File: config.mk
export PLATFORM = sky130hd
export DESIGN_NAME = uart_tx_fifo_flat
export DESIGN_NICKNAME = d
export VERILOG_FILES = /design/src/rtl/uart_tx_fifo_if.sv /design/src/rtl/uart_tx_fifo.sv /design/src/flat_wrapper.sv
export SDC_FILE = /design/constraint.sdc
export NUM_CORES = 1
export LEC_CHECK = 0
export ABC_AREA = 1
export CAP_MARGIN = 20
export CORE_ASPECT_RATIO = 2
export CORE_MARGIN = 2
export CORE_UTILIZATION = 50
export CTS_CLUSTER_DIAMETER = 100
export DETAILED_ROUTE_END_ITERATION = 8
export GPL_TIMING_DRIVEN = 0
export PLACE_DENSITY = 0.73
export SYNTH_ARGS = -nofsm -noshare
export SYNTH_HDL_FRONTEND = slang
export SYNTH_SLANG_ARGS = --single-unit
File: constraint.sdc
create_clock -name clk -period 3 [get_ports clk]
set_input_delay 0.6 -clock clk [delete_from_list [all_inputs] [get_ports clk]]
set_output_delay 0.6 -clock clk [all_outputs]
set_load 0.01 [all_outputs]
File: src/rtl/uart_tx_fifo_if.sv
// rtl/uart_tx_fifo_if.sv - byte-write and status bundle for the buffered UART transmitter
//
// Signals:
//   dat_en    write strobe, one byte per high cycle
//   dat       byte to queue, sampled while dat_en=1
//   tx        serial line, idle high
//   full      FIFO holds 2^FIFO_AW entries
//   empty     FIFO holds 0 entries
//   level     FIFO occupancy, FIFO_AW+1 bits
//   busy      a frame is on the line
//   overflow  sticky: a write was dropped since reset
//
// master: the byte producer (drives dat_en/dat, observes status and tx)
// slave : the transmitter

interface uart_tx_fifo_if #(
  parameter int FIFO_AW = 4
);

  logic               dat_en;
  logic [7:0]         dat;
  logic               tx;
  logic               full;
  logic               empty;
  logic [FIFO_AW:0]   level;
  logic               busy;
  logic               overflow;

  modport master (
    output dat_en,
    output dat,
    input  tx,
    input  full,
    input  empty,
    input  level,
    input  busy,
    input  overflow
  );

  modport slave (
    input  dat_en,
    input  dat,
    output tx,
    output full,
    output empty,
    output level,
    output busy,
    output overflow
  );

endinterface

File: src/rtl/uart_tx_fifo.sv
// rtl/uart_tx_fifo.sv - FIFO-buffered 8N1 UART transmitter
//
// Ports:
//   clk   system clock, rising edge
//   rst   asynchronous active-low reset
//   bus   uart_tx_fifo_if.slave: dat_en/dat in; tx, full, empty, level,
//         busy, overflow out
//
// Bytes are queued in a 2^FIFO_AW entry circular buffer and shifted out
// LSB-first as start + 8 data + stop, CLKS_PER_BIT clocks per bit. A byte
// waiting at the end of a stop bit starts its frame on the very next cycle.

module uart_tx_fifo #(
  parameter int CLKS_PER_BIT = 868,
  parameter int FIFO_AW      = 4
) (
  input  logic          clk,
  input  logic          rst,
  uart_tx_fifo_if.slave bus
);

  localparam int DEPTH  = 1 << FIFO_AW;
  localparam int LVL_W  = FIFO_AW + 1;
  localparam int BAUD_W = (CLKS_PER_BIT > 2) ? $clog2(CLKS_PER_BIT) : 1;

  localparam logic [BAUD_W-1:0] BAUD_LAST = BAUD_W'(CLKS_PER_BIT - 1);

  localparam logic [1:0] S_IDLE  = 2'd0;
  localparam logic [1:0] S_START = 2'd1;
  localparam logic [1:0] S_DATA  = 2'd2;
  localparam logic [1:0] S_STOP  = 2'd3;

  // FIFO storage and bookkeeping
  logic [7:0]         mem [DEPTH];
  logic [FIFO_AW-1:0] wr_ptr;
  logic [FIFO_AW-1:0] rd_ptr;
  logic [LVL_W-1:0]   level;
  logic               full;
  logic               empty;
  logic               overflow;
  logic               wr_accept;
  logic               wr_drop;
  logic               pop;

  // Transmit FSM
  logic [1:0]         state;
  logic [1:0]         state_n;
  logic [BAUD_W-1:0]  baud_cnt;
  logic [BAUD_W-1:0]  baud_cnt_n;
  logic [2:0]         bit_idx;
  logic [2:0]         bit_idx_n;
  logic [7:0]         shift;
  logic [7:0]         shift_n;
  logic               tx;
  logic               tx_n;
  logic               baud_last;

  // full/empty decode straight from the level flop, so a write in this
  // cycle is judged against the occupancy at the start of the cycle.
  assign full      = (level == LVL_W'(DEPTH));
  assign empty     = (level == '0);
  assign wr_accept = bus.dat_en && !full;
  // A pop in the same cycle does not rescue a write that arrives while full.
  assign wr_drop   = bus.dat_en && full;
  assign baud_last = (baud_cnt == BAUD_LAST);

  // Storage is not reset; only the pointers and level define validity.
  always_ff @(posedge clk) begin
    if (wr_accept) begin
      mem[wr_ptr] <= bus.dat;
    end
  end

  always_ff @(posedge clk or negedge rst) begin
    if (!rst) begin
      wr_ptr   <= '0;
      rd_ptr   <= '0;
      level    <= '0;
      overflow <= 1'b0;
    end else begin
      if (wr_accept) begin
        wr_ptr <= wr_ptr + 1'b1;
      end
      if (pop) begin
        rd_ptr <= rd_ptr + 1'b1;
      end
      case ({wr_accept, pop})
        2'b10:   level <= level + 1'b1;
        2'b01:   level <= level - 1'b1;
        default: level <= level;
      endcase
      if (wr_drop) begin
        overflow <= 1'b1;
      end
    end
  end

  // Every state change happens on the last baud cycle, where the counter
  // wraps to 0, so the natural wrap doubles as the clear-on-entry.
  always_comb begin
    state_n    = state;
    baud_cnt_n = baud_last ? '0 : baud_cnt + 1'b1;
    bit_idx_n  = bit_idx;
    shift_n    = shift;
    pop        = 1'b0;

    case (state)
      S_IDLE: begin
        baud_cnt_n = '0;
        bit_idx_n  = '0;
        if (!empty) begin
          pop     = 1'b1;
          shift_n = mem[rd_ptr];
          state_n = S_START;
        end
      end

      S_START: begin
        if (baud_last) begin
          bit_idx_n = '0;
          state_n   = S_DATA;
        end
      end

      S_DATA: begin
        if (baud_last) begin
          shift_n = {1'b0, shift[7:1]};
          if (bit_idx == 3'd7) begin
            state_n = S_STOP;
          end else begin
            bit_idx_n = bit_idx + 1'b1;
          end
        end
      end

      S_STOP: begin
        if (baud_last) begin
          bit_idx_n = '0;
          if (!empty) begin
            // Chain straight into the next start bit: no idle cycle.
            pop     = 1'b1;
            shift_n = mem[rd_ptr];
            state_n = S_START;
          end else begin
            state_n = S_IDLE;
          end
        end
      end

      default: begin
        state_n = S_IDLE;
      end
    endcase

    // Line level comes from the state being entered, so tx changes on the
    // same edge as the state register.
    case (state_n)
      S_START: tx_n = 1'b0;
      S_DATA:  tx_n = shift_n[0];
      default: tx_n = 1'b1;
    endcase
  end

  always_ff @(posedge clk or negedge rst) begin
    if (!rst) begin
      state    <= S_IDLE;
      baud_cnt <= '0;
      bit_idx  <= '0;
      shift    <= '0;
      tx       <= 1'b1;
    end else begin
      state    <= state_n;
      baud_cnt <= baud_cnt_n;
      bit_idx  <= bit_idx_n;
      shift    <= shift_n;
      tx       <= tx_n;
    end
  end

  assign bus.tx       = tx;
  assign bus.full     = full;
  assign bus.empty    = empty;
  assign bus.level    = level;
  assign bus.busy     = (state != S_IDLE);
  assign bus.overflow = overflow;

endmodule
File: src/flat_wrapper.sv
// flat-port wrapper written by rule: the top's interface ports become plain ports
module uart_tx_fifo_flat 
#(
  parameter int CLKS_PER_BIT = 868,
  parameter int FIFO_AW      = 4
)
  (clk, rst, bus_dat_en, bus_dat, bus_tx, bus_full, bus_empty, bus_level, bus_busy, bus_overflow);
  uart_tx_fifo_if #(.FIFO_AW(FIFO_AW)) bus_i ();
  input  logic clk;
  input  logic rst;
  input wire logic [$bits(bus_i.dat_en)-1:0] bus_dat_en;
  input wire logic [$bits(bus_i.dat)-1:0] bus_dat;
  output wire logic [$bits(bus_i.tx)-1:0] bus_tx;
  output wire logic [$bits(bus_i.full)-1:0] bus_full;
  output wire logic [$bits(bus_i.empty)-1:0] bus_empty;
  output wire logic [$bits(bus_i.level)-1:0] bus_level;
  output wire logic [$bits(bus_i.busy)-1:0] bus_busy;
  output wire logic [$bits(bus_i.overflow)-1:0] bus_overflow;
  assign bus_i.dat_en = bus_dat_en;
  assign bus_i.dat = bus_dat;
  assign bus_tx = bus_i.tx;
  assign bus_full = bus_i.full;
  assign bus_empty = bus_i.empty;
  assign bus_level = bus_i.level;
  assign bus_busy = bus_i.busy;
  assign bus_overflow = bus_i.overflow;
  uart_tx_fifo #(.CLKS_PER_BIT(CLKS_PER_BIT), .FIFO_AW(FIFO_AW)) u_core (.clk(clk), .rst(rst), .bus(bus_i));
endmodule
# Yosys cells after proc, flatten, opt, wreduce, memory -nomap -nowiden
# Memory sizes are Yosys's and may differ from the RTL's.
# Index checks and enable logic that the tools add are counted.
# totals
regBits	38
ram_bits	128
in_bits	11
output_inout_bits	10
wordCells	66
memories	1
# mem_list
name	depth	word_bits	read_ports	rd_ports_with_merged_regs	wr	line_no	source
u_core.mem	16	8	1	0	1	uart_tx_fifo.sv:34	logic [7:0] mem [DEPTH];
# classes
n_addsub	6
eq_ne	14
mux	24
reduce_logical	11
# ops
cell	count
two-way mux 8 bit	3
one-hot mux 8 bit (3 select lines)	1
two-way mux 10 bit	2
adder 10 x 1 -> 10 bit (second input constant)	1
== test 10 bit (second input constant)	1
two-way mux 2 bit	5
one-hot mux 5 bit (2 select lines)	1
two-way mux 3 bit	3
one-hot mux 3 bit (3 select lines)	1
adder 4 x 1 -> 4 bit (second input constant)	2
== test 2 bit (second input constant)	4
one-hot mux 2 bit (4 select lines)	1
== test 2 x 1 -> 1 bit (second input constant)	3
inequality test 2 x 1 -> 1 bit (second input constant)	3
AND reduction 3 bit	2
adder 5 x 1 -> 5 bit (second input constant)	1
== test 5 bit (second input constant)	1
zero test 5 bit	1
two-way mux 1 bit	5
subtractor 5 x 1 -> 5 bit (second input constant)	1
one-hot mux 1 bit (2 select lines)	2
nonzero test 2 bit	2
adder 3 x 1 -> 3 bit (second input constant)	1
== test 3 bit (second input constant)	1
other kinds (6)	7

# Depth between registers and ports, before layout
# Gate-level depths: netlist of the first run.
# depth
ltp_word	6
ltp_mapped	18
mapped_depth_nobuf	18

# Worst setup path after synthesis of the first run
# OpenSTA, ideal clock, no wires.
# synth_path
path_type	reg2reg
startpoint	reg u_core.state[1]
endpoint	reg u_core.level[4] (netlist: u_core.bus.level[4])
setup_ps	126
arrival_time_ps	2553
t_required_ps	2874
slack_ps	321
path_stages_with_launch	18
path_buffers	0
period_less_slack_ps	2679
cell_sequence	dfrtp_1 > inv_1 > ha_1 > inv_1 > nand2_4 > o21ai_4 > nor3_4 > ha_1 > xor2_1 > ha_1 > inv_1 > nand2_1 > nand2_1 > nand2_1 > a21oi_1 > xor2_1 > nand2_1 > o21ai_0
# synth_between
elab_chain_cells	4
elab_cells_between_ends	7
cone_classes	3 x eq/ne; 2 x mux; 2 x reduce/logical
# synth_rtl
item	line_no	source
start, declared	uart_tx_fifo.sv:46	logic [1:0] state;
start signal, assigned	uart_tx_fifo.sv:172	state <= state_n;
== test 2 bit / zero test 2 bit (equally long branches)	uart_tx_fifo.sv:107	case (state)
one-hot mux 1 bit (2 select lines) (*)	uart_tx_fifo.sv:107	
via u_core.pop	uart_tx_fifo.sv:43	logic pop;
== test 2 x 1 -> 1 bit / == test 2 bit (equally long branches)	uart_tx_fifo.sv:87	case ({wr_accept, pop})
one-hot mux 5 bit (2 select lines) / nonzero test 2 bit (equally long branches)	--	
end signal, assigned	uart_tx_fifo.sv:88	2'b10: level <= level + 1'b1;
end signal, assigned	uart_tx_fifo.sv:89	2'b01: level <= level - 1'b1;
end signal, assigned	uart_tx_fifo.sv:90	default: level <= level;
end, declared	uart_tx_fifo.sv:37	logic [LVL_W-1:0] level;
# The timed path passes the listed nets; every way through them passes the cells marked *.
# A chain may end at the register's enable or synchronous reset.

# Worst setup path after layout of the first run
# layout_path
startpoint	reg u_core.baud_cnt[0]
endpoint	reg u_core.level[4] (netlist: u_core.bus.level[4])
# layout_between
elab_chain_cells	5
elab_cells_between_ends	7
cone_classes	3 x eq/ne; 3 x mux; 1 x reduce/logical
# layout_rtl
item	line_no	source
start, declared	uart_tx_fifo.sv:48	logic [BAUD_W-1:0] baud_cnt;
start signal, assigned	uart_tx_fifo.sv:173	baud_cnt <= baud_cnt_n;
== test 10 bit (*)	uart_tx_fifo.sv:65	assign baud_last = (baud_cnt == BAUD_LAST);
two-way mux 1 bit (*)	uart_tx_fifo.sv:137	if (baud_last) begin
one-hot mux 1 bit (2 select lines) (*)	uart_tx_fifo.sv:107	
via u_core.pop	uart_tx_fifo.sv:43	
== test 2 x 1 -> 1 bit / == test 2 bit (equally long branches)	uart_tx_fifo.sv:87	
one-hot mux 5 bit (2 select lines) / nonzero test 2 bit (equally long branches)	--	
# Marked as above.

==> results.tsv, run 1 <==
metric	value	unit
wirelength	19000	um
power.density	678	mW/mm^2
status	finished clean	
grt_pass1_wl	29100	um
syn-num-nets	746	
crit_top_cell	nand2_1	
rows	63	
overflow	0	
cp_max_fo	9	
die_width	90.5	um
syn-cell-area	0.00748	mm^2
synth_top_cell_by_area	edfxtp_1	
ios	21	
slowest_stage	dfrtp_1	
port_buffers	20	
worst_pin_slew	0.975	ns
drive_gt1_share	9.87	%
initial_core_util	50.7	%
diodes	0	
syn2layout_area_growth	14.9	%
worstPathArrival	3.03	ns
ctsHoldBuffers	0	
synthCells	717	
finalHoldViolations	0	
globalRouteTotalUtil	24.6	%
irDropWorstVdd	393	uV
die_area	0.0160	mm^2
p_seq_share	48.8	%
grt_pass1_vias	5535	
n_fill_cell	1254	
clk_path_buf_depth	2	
timing.setup.tns	0	ns
clock_latency	0.43	ns
ys_warn_count	0	
first_iter_violations	553	
wl_per_cell	19.6	um
cts_tree	built	
p_sw	0.00148	W
synth-seq-area-share	64.1	%
crit_chain	ha_2 -> nand2_1 -> nor2_4 -> nand3_4 -> nand2_4 -> o21ai_4 -> nor3_4 -> ha_4 -> xor2_2 -> ha_1 -> inv_1 -> nand2_1 -> nand2_1 -> nand2_1 -> a21oi_2 -> xor2_1 -> nand2_1 -> o21ai_0	
die_h	177	um
synth.avg_cell_area	10.4	um^2
power_frac_clock	39.5	%
route.detailed.drc	0	
synth_top_area_share	51.4	%
max_freq	367	MHz
hpwl	13500	um
layout_setup_ws	0.274	ns
p_comb_share	11.7	%
grt_antenna_before_repair	0	
dp_slack	-0.158	ns
regArea	0.00480	mm^2
finalHoldWorstSlack	0.278	ns
finalNetCount	786	
cap_violations	0	
dr.pass1.iters	5	
vias	5464	
slowest_delay	0.37	ns
hold_class	in2async	
maxSlewHeadroom	34.8	%
p_int	0.00434	W
ys_types	36	
synth_area_leaders	edfxtp_1, dfrtp_1, nor2_1, nand2_1, nand3_1	
slew_violations	0	
viasPerCell	5.66	
finalCriticalPeriod	2.73	ns
timing_worst_setup_path_type	reg2reg	
root_buffer	clkbuf_16	
cp-start-kind	flop	
leakagePower	3.31	nW
synth.ff_latch_count	166	
clkSlewWorstSetupHoldPaths	0.06	ns
coreArea	0.0147	mm^2
multi_input_area	0.00238	mm^2
post-route-period-util	90.9	%
layout.cells.non_filler	965	
required	3.31	ns
fin_skew	0.00880	ns
cts.sinks	166	
dp.cells	932	
end_kind	flop	
cts_htree_levels	4	
cts_made_buffers	17	
drtAntennaViolNets	0	
setup_viol_count_final	0	
gp_congestion	0.920	
grt_max_degree	39	
rsz0062_at_grt	no	
switching_share	25.5	%
area by class of cell:
class | count | share of cell area [%]
flip-flops and latches | 166 | 55.8
clock inverters | 15 | 2.34
inverters | 47 | 2.05
repair buffers | 21 | 2.36
well taps | 195 | 2.84
clock buffers | 17 | 4.95
plain buffers | 27 | 1.95
multi-input cells | 477 | 27.7
cell families after synthesis:
logic type      Yosys count  synth area share (%)
xor+xnor                 13                  1.52
buf+inv                  74                  4.60
simple gates            363                  20.6
fa+ha+maj                18                  3.01
flops                   166                  64.1
compound gates           83                  6.09
registers in the layout, indices dropped and copies added, names as in the netlist:
name,flops
u_core.wr_ptr,4
u_core.baud_cnt,10
u_core.mem,128
u_core.bus.overflow,1
u_core.rd_ptr,4
u_core.bus.tx,1
u_core.bus.level,5
u_core.bit_idx,3
u_core.shift,8
u_core.state,2
final timing paths:
kind                                    startpoint                   to  cells past startpoint  slack, ns
max in group asynchronous                      rst     u_core.wr_ptr[2]                      1       2.16
worst max-delay path            u_core.baud_cnt[0]  u_core.bus.level[4]                     18       0.27
worst max register to register  u_core.baud_cnt[0]  u_core.bus.level[4]                     18       0.27
min in group clk                u_core.baud_cnt[0]   u_core.baud_cnt[0]                      1       0.46
worst min-delay path                           rst   u_core.baud_cnt[6]                      1       0.28
worst min register to register  u_core.baud_cnt[0]   u_core.baud_cnt[0]                      1       0.46
synth_stat cells, drive strengths merged:
cell and instances:
a21boi 1, a21o 1, a21oi 11, a31o 1, buf 17, clkbuf 10
clkinv 2, dfrtp 37, dfstp 1, edfxtp 128, ha 18, inv 45
nand2 133, nand3 68, nand3b 1, nand4 3, nor2 150, nor3 5
nor3b 2, o211ai 1, o21ai 63, o221ai 4, o31ai 1, or2 1
xnor2 3, xor2 10
layout by cell type, fill, tap and decap left out, drive strengths merged:
cell type | synthesis | final
clkinv | 2 | 4
ha | 18 | 18
dfstp | 1 | 1
buf | 17 | 19
a31o | 1 | 1
xnor2 | 3 | 3
clkdlybuf4s50 | 0 | 19
o31ai | 1 | 1
edfxtp | 128 | 128
nand3b | 1 | 1
nor3b | 2 | 2
o211ai | 1 | 1
nand3 | 68 | 68
a21boi | 1 | 1
clkinvlp | 0 | 6
o21ai | 63 | 63
inv | 45 | 48
bufinv | 0 | 4
or2 | 1 | 1
nor3 | 5 | 5
o221ai | 4 | 4
a21o | 1 | 1
dfrtp | 37 | 37
clkbuf | 10 | 27
nand4 | 3 | 3
nand2 | 133 | 133
a21oi | 11 | 11
nor2 | 150 | 150
xor2 | 10 | 10
layer usage:
metal | wire length [um] | GRT usage [%]
met1 | 6200 | 23.4
met2 | 10700 | 47.8
met3 | 960 | 3.92
met4 | 1110 | 15.4
met5 | 0 | 0
repair_timing:
| action | in CTS | in global routing |
|---|---|---|
| buffers inserted | 1 | 0 |
| endpoints found under the setup margin | 2 | 2 |
| gates cloned | 0 | 0 |
| pin swaps | 1 | 1 |
| resized for setup | 1 | 6 |
worst max-delay path: cells and delay by family (launching register included):
kind	cells	cell delay [ns]
compound gates	3	0.26
xor+xnor	2	0.30
fa+ha+maj	3	0.59
buf+inv	1	0.05
flops	1	0.37
simple gates	9	1.03
per-stage QoR:
stage	total power (W)	utilization, %	cell area [um^2]
2_1_floorplan	0.00323	-	7480
3_3_place_gp	0.00350	53.7	7920
3_5_place_dp	0.00355	53.7	7920
4_1_cts	0.00582	58.0	8550
5_1_grt	0.00601	58.3	8590
6_report	0.00582	58.3	8590
power by group through the flow:
stage / Clock (W) / Combinational (W) / Sequential [W]
after floorplan: 0 / 0.000358 / 0.00287
after global placement: 0 / 0.000635 / 0.00287
after detailed placement: 0 / 0.000667 / 0.00289
after CTS: 0.00231 / 0.000673 / 0.00284
after global routing: 0.00241 / 0.000738 / 0.00286
final: 0.00230 / 0.000681 / 0.00284
Note: power is estimated with default switching activity, not from simulation.
==> run 2: changes to the inputs <==
GPL_TIMING_DRIVEN = unset   (was 0)
clock period = 2.8 ns   (was 3 ns; I/O delays follow)
==> run 2 against run 1 <==
Critical path depth unchanged. Final area grew 0.48%. Wire length fell by 10%. Critical path type unchanged. Critical endpoint unchanged. Largest power group unchanged.
==> results.tsv, run 2 (synthesis results as in run 1) <==
metric	value	unit	change
layout_setup_ws	0.149	ns	was 0.274 ns
viasPerCell	5.40		was 5.66
drtAntennaViolNets	0		unchanged
fin_skew	0.00995	ns	was 0.00880 ns
required	3.10	ns	was 3.31 ns
cp_max_fo	4		was 9
clkSlewWorstSetupHoldPaths	0.07	ns	was 0.06 ns
drive_gt1_share	12.1	%	was 9.87%
end_kind	flop		unchanged
finalHoldWorstSlack	0.240	ns	was 0.278 ns
grt_max_degree	67		was 39
post-route-period-util	94.7	%	was 90.9%
die_h	177	um	unchanged
maxSlewHeadroom	41.6	%	was 34.8%
ctsHoldBuffers	0		unchanged
grt_pass1_vias	5341		was 5,535
cts_made_buffers	17		unchanged
dp_slack	0.0984	ns	was -0.158 ns
first_iter_violations	458		was 553
port_buffers	20		unchanged
clk_path_buf_depth	2		unchanged
hold_class	in2async		unchanged
route.detailed.drc	0		unchanged
timing_worst_setup_path_type	reg2reg		unchanged
coreArea	0.0147	mm^2	unchanged
cts_tree	built		unchanged
grt_pass1_wl	27000	um	was 29,100 um
final_cell_mix	nor2_1, nand2_1, edfxtp_1		unchanged
hpwl	11600	um	was 13,500 um
finalCriticalPeriod	2.65	ns	was 2.73 ns
overflow	0		unchanged
gp_congestion	0.855		was 0.920
setup_viol_count_final	0		unchanged
initial_core_util	50.7	%	unchanged
dr.pass1.iters	5		unchanged
wirelength	17000	um	was 19,000 um
largest_reg_flops	128		unchanged
diodes	0		unchanged
finalNetCount	794		was 786
leakagePower	3.38	nW	was 3.31 nW
root_buffer	clkbuf_16		unchanged
irDropWorstVdd	702	uV	was 393 uV
cts.sinks	166		unchanged
top_register	u_core.mem		unchanged
cts_htree_levels	4		unchanged
rows	63		unchanged
die_width	90.5	um	unchanged
cap_violations	0		unchanged
status	finished clean		unchanged
worstPathArrival	2.95	ns	was 3.03 ns
globalRouteTotalUtil	22.1	%	was 24.6%
worst_pin_slew	0.877	ns	was 0.975 ns
multi_input_area	0.00237	mm^2	was 0.00238 mm^2
final_common_cell	nor2_1		unchanged
grt_antenna_before_repair	0		unchanged
ios	21		unchanged
cp-start-kind	flop		unchanged
syn2layout_area_growth	15.4	%	was 14.9%
n_fill_cell	1214		was 1,254
die_area	0.0160	mm^2	unchanged
top_regs	u_core.mem x128, u_core.baud_cnt x10, u_core.shift x8		unchanged
power.density	698	mW/mm^2	was 678 mW/mm^2
max_freq	377	MHz	was 367 MHz
wl_per_cell	17.5	um	was 19.6 um
slew_violations	0		unchanged
finalHoldViolations	0		unchanged
regArea	0.00480	mm^2	about the same
clock_latency	0.43	ns	about the same
vias	5250		was 5,464
-- run 2: final timing paths --
kind                                          start             endpoint  slack, ns  depth (start not counted)
worst min register to register  u_core.bus.overflow  u_core.bus.overflow       0.48                          1
worst min-delay path                            rst   u_core.baud_cnt[6]       0.24                          1
worst max register to register   u_core.baud_cnt[1]  u_core.bus.level[4]       0.15                         18
worst max-delay path             u_core.baud_cnt[1]  u_core.bus.level[4]       0.15                         18
max in group asynchronous                       rst     u_core.rd_ptr[0]       1.94                          1
min in group clk                u_core.bus.overflow  u_core.bus.overflow       0.48                          1
-- run 2: metrics by stage --
step	power [W]	setup TNS (ns)	cell area, um^2	cells	utilization [%]
finish	0.00603	0	8630	973	58.6
global route	0.00624	-0.0196	8630	973	58.6
CTS	0.00604	0	8530	964	57.9
detailed placement	0.00381	0	7950	932	54.0
global placement	0.00376	0	7950	932	54.0
floorplan	0.00346	0	7480	717	-
-- run 2: area by class of cell --
class	count	share of cell area, %
Tap cell	195	2.83
Sequential cell	166	55.6
Multi-Input combinational cell	477	27.5
Timing Repair Buffer	56	5.39
Clock buffer	20	5.67
Inverter	47	2.04
Clock inverter	12	1.00
-- run 2: worst max-delay path: stages, from the launching register on --
cell     delay (ns)
dfrtp_1        0.40
ha_4           0.16
nand2_2        0.06
nor2_4         0.15
nand3_4        0.12
nand2_4        0.10
o21ai_4        0.07
nor3_4         0.22
ha_2           0.23
xor2_2         0.20
ha_2           0.20
inv_1          0.05
nand2_1        0.09
nand2_1        0.06
nand2_1        0.07
a21oi_1        0.07
xor2_1         0.14
nand2_1        0.06
o21ai_0        0.08
-- run 2: timing repair --
| item | in CTS | in global routing |
|---|---|---|
| endpoints found under the hold margin | 0 | 0 |
| setup endpoints to repair | 0 | 3 |
| buffers inserted | 0 | 9 |
| resized for setup | 0 | 9 |
-- run 2: report_power, final --
part	switching (W)	internal (W)
Combinational	0.000462	0.000274
Clock	0.000972	0.00127
Sequential	0.000128	0.00292
-- run 2: metal layers --
layer / track usage [%] / vias to the layer above / routed length (um)
li1: - / 2517 / -
met1: 23.1 / 2530 / 6170
met2: 41.3 / 168 / 9480
met3: 3.96 / 35 / 628
met4: 11.9 / 0 / 720
met5: 0 / - / 0
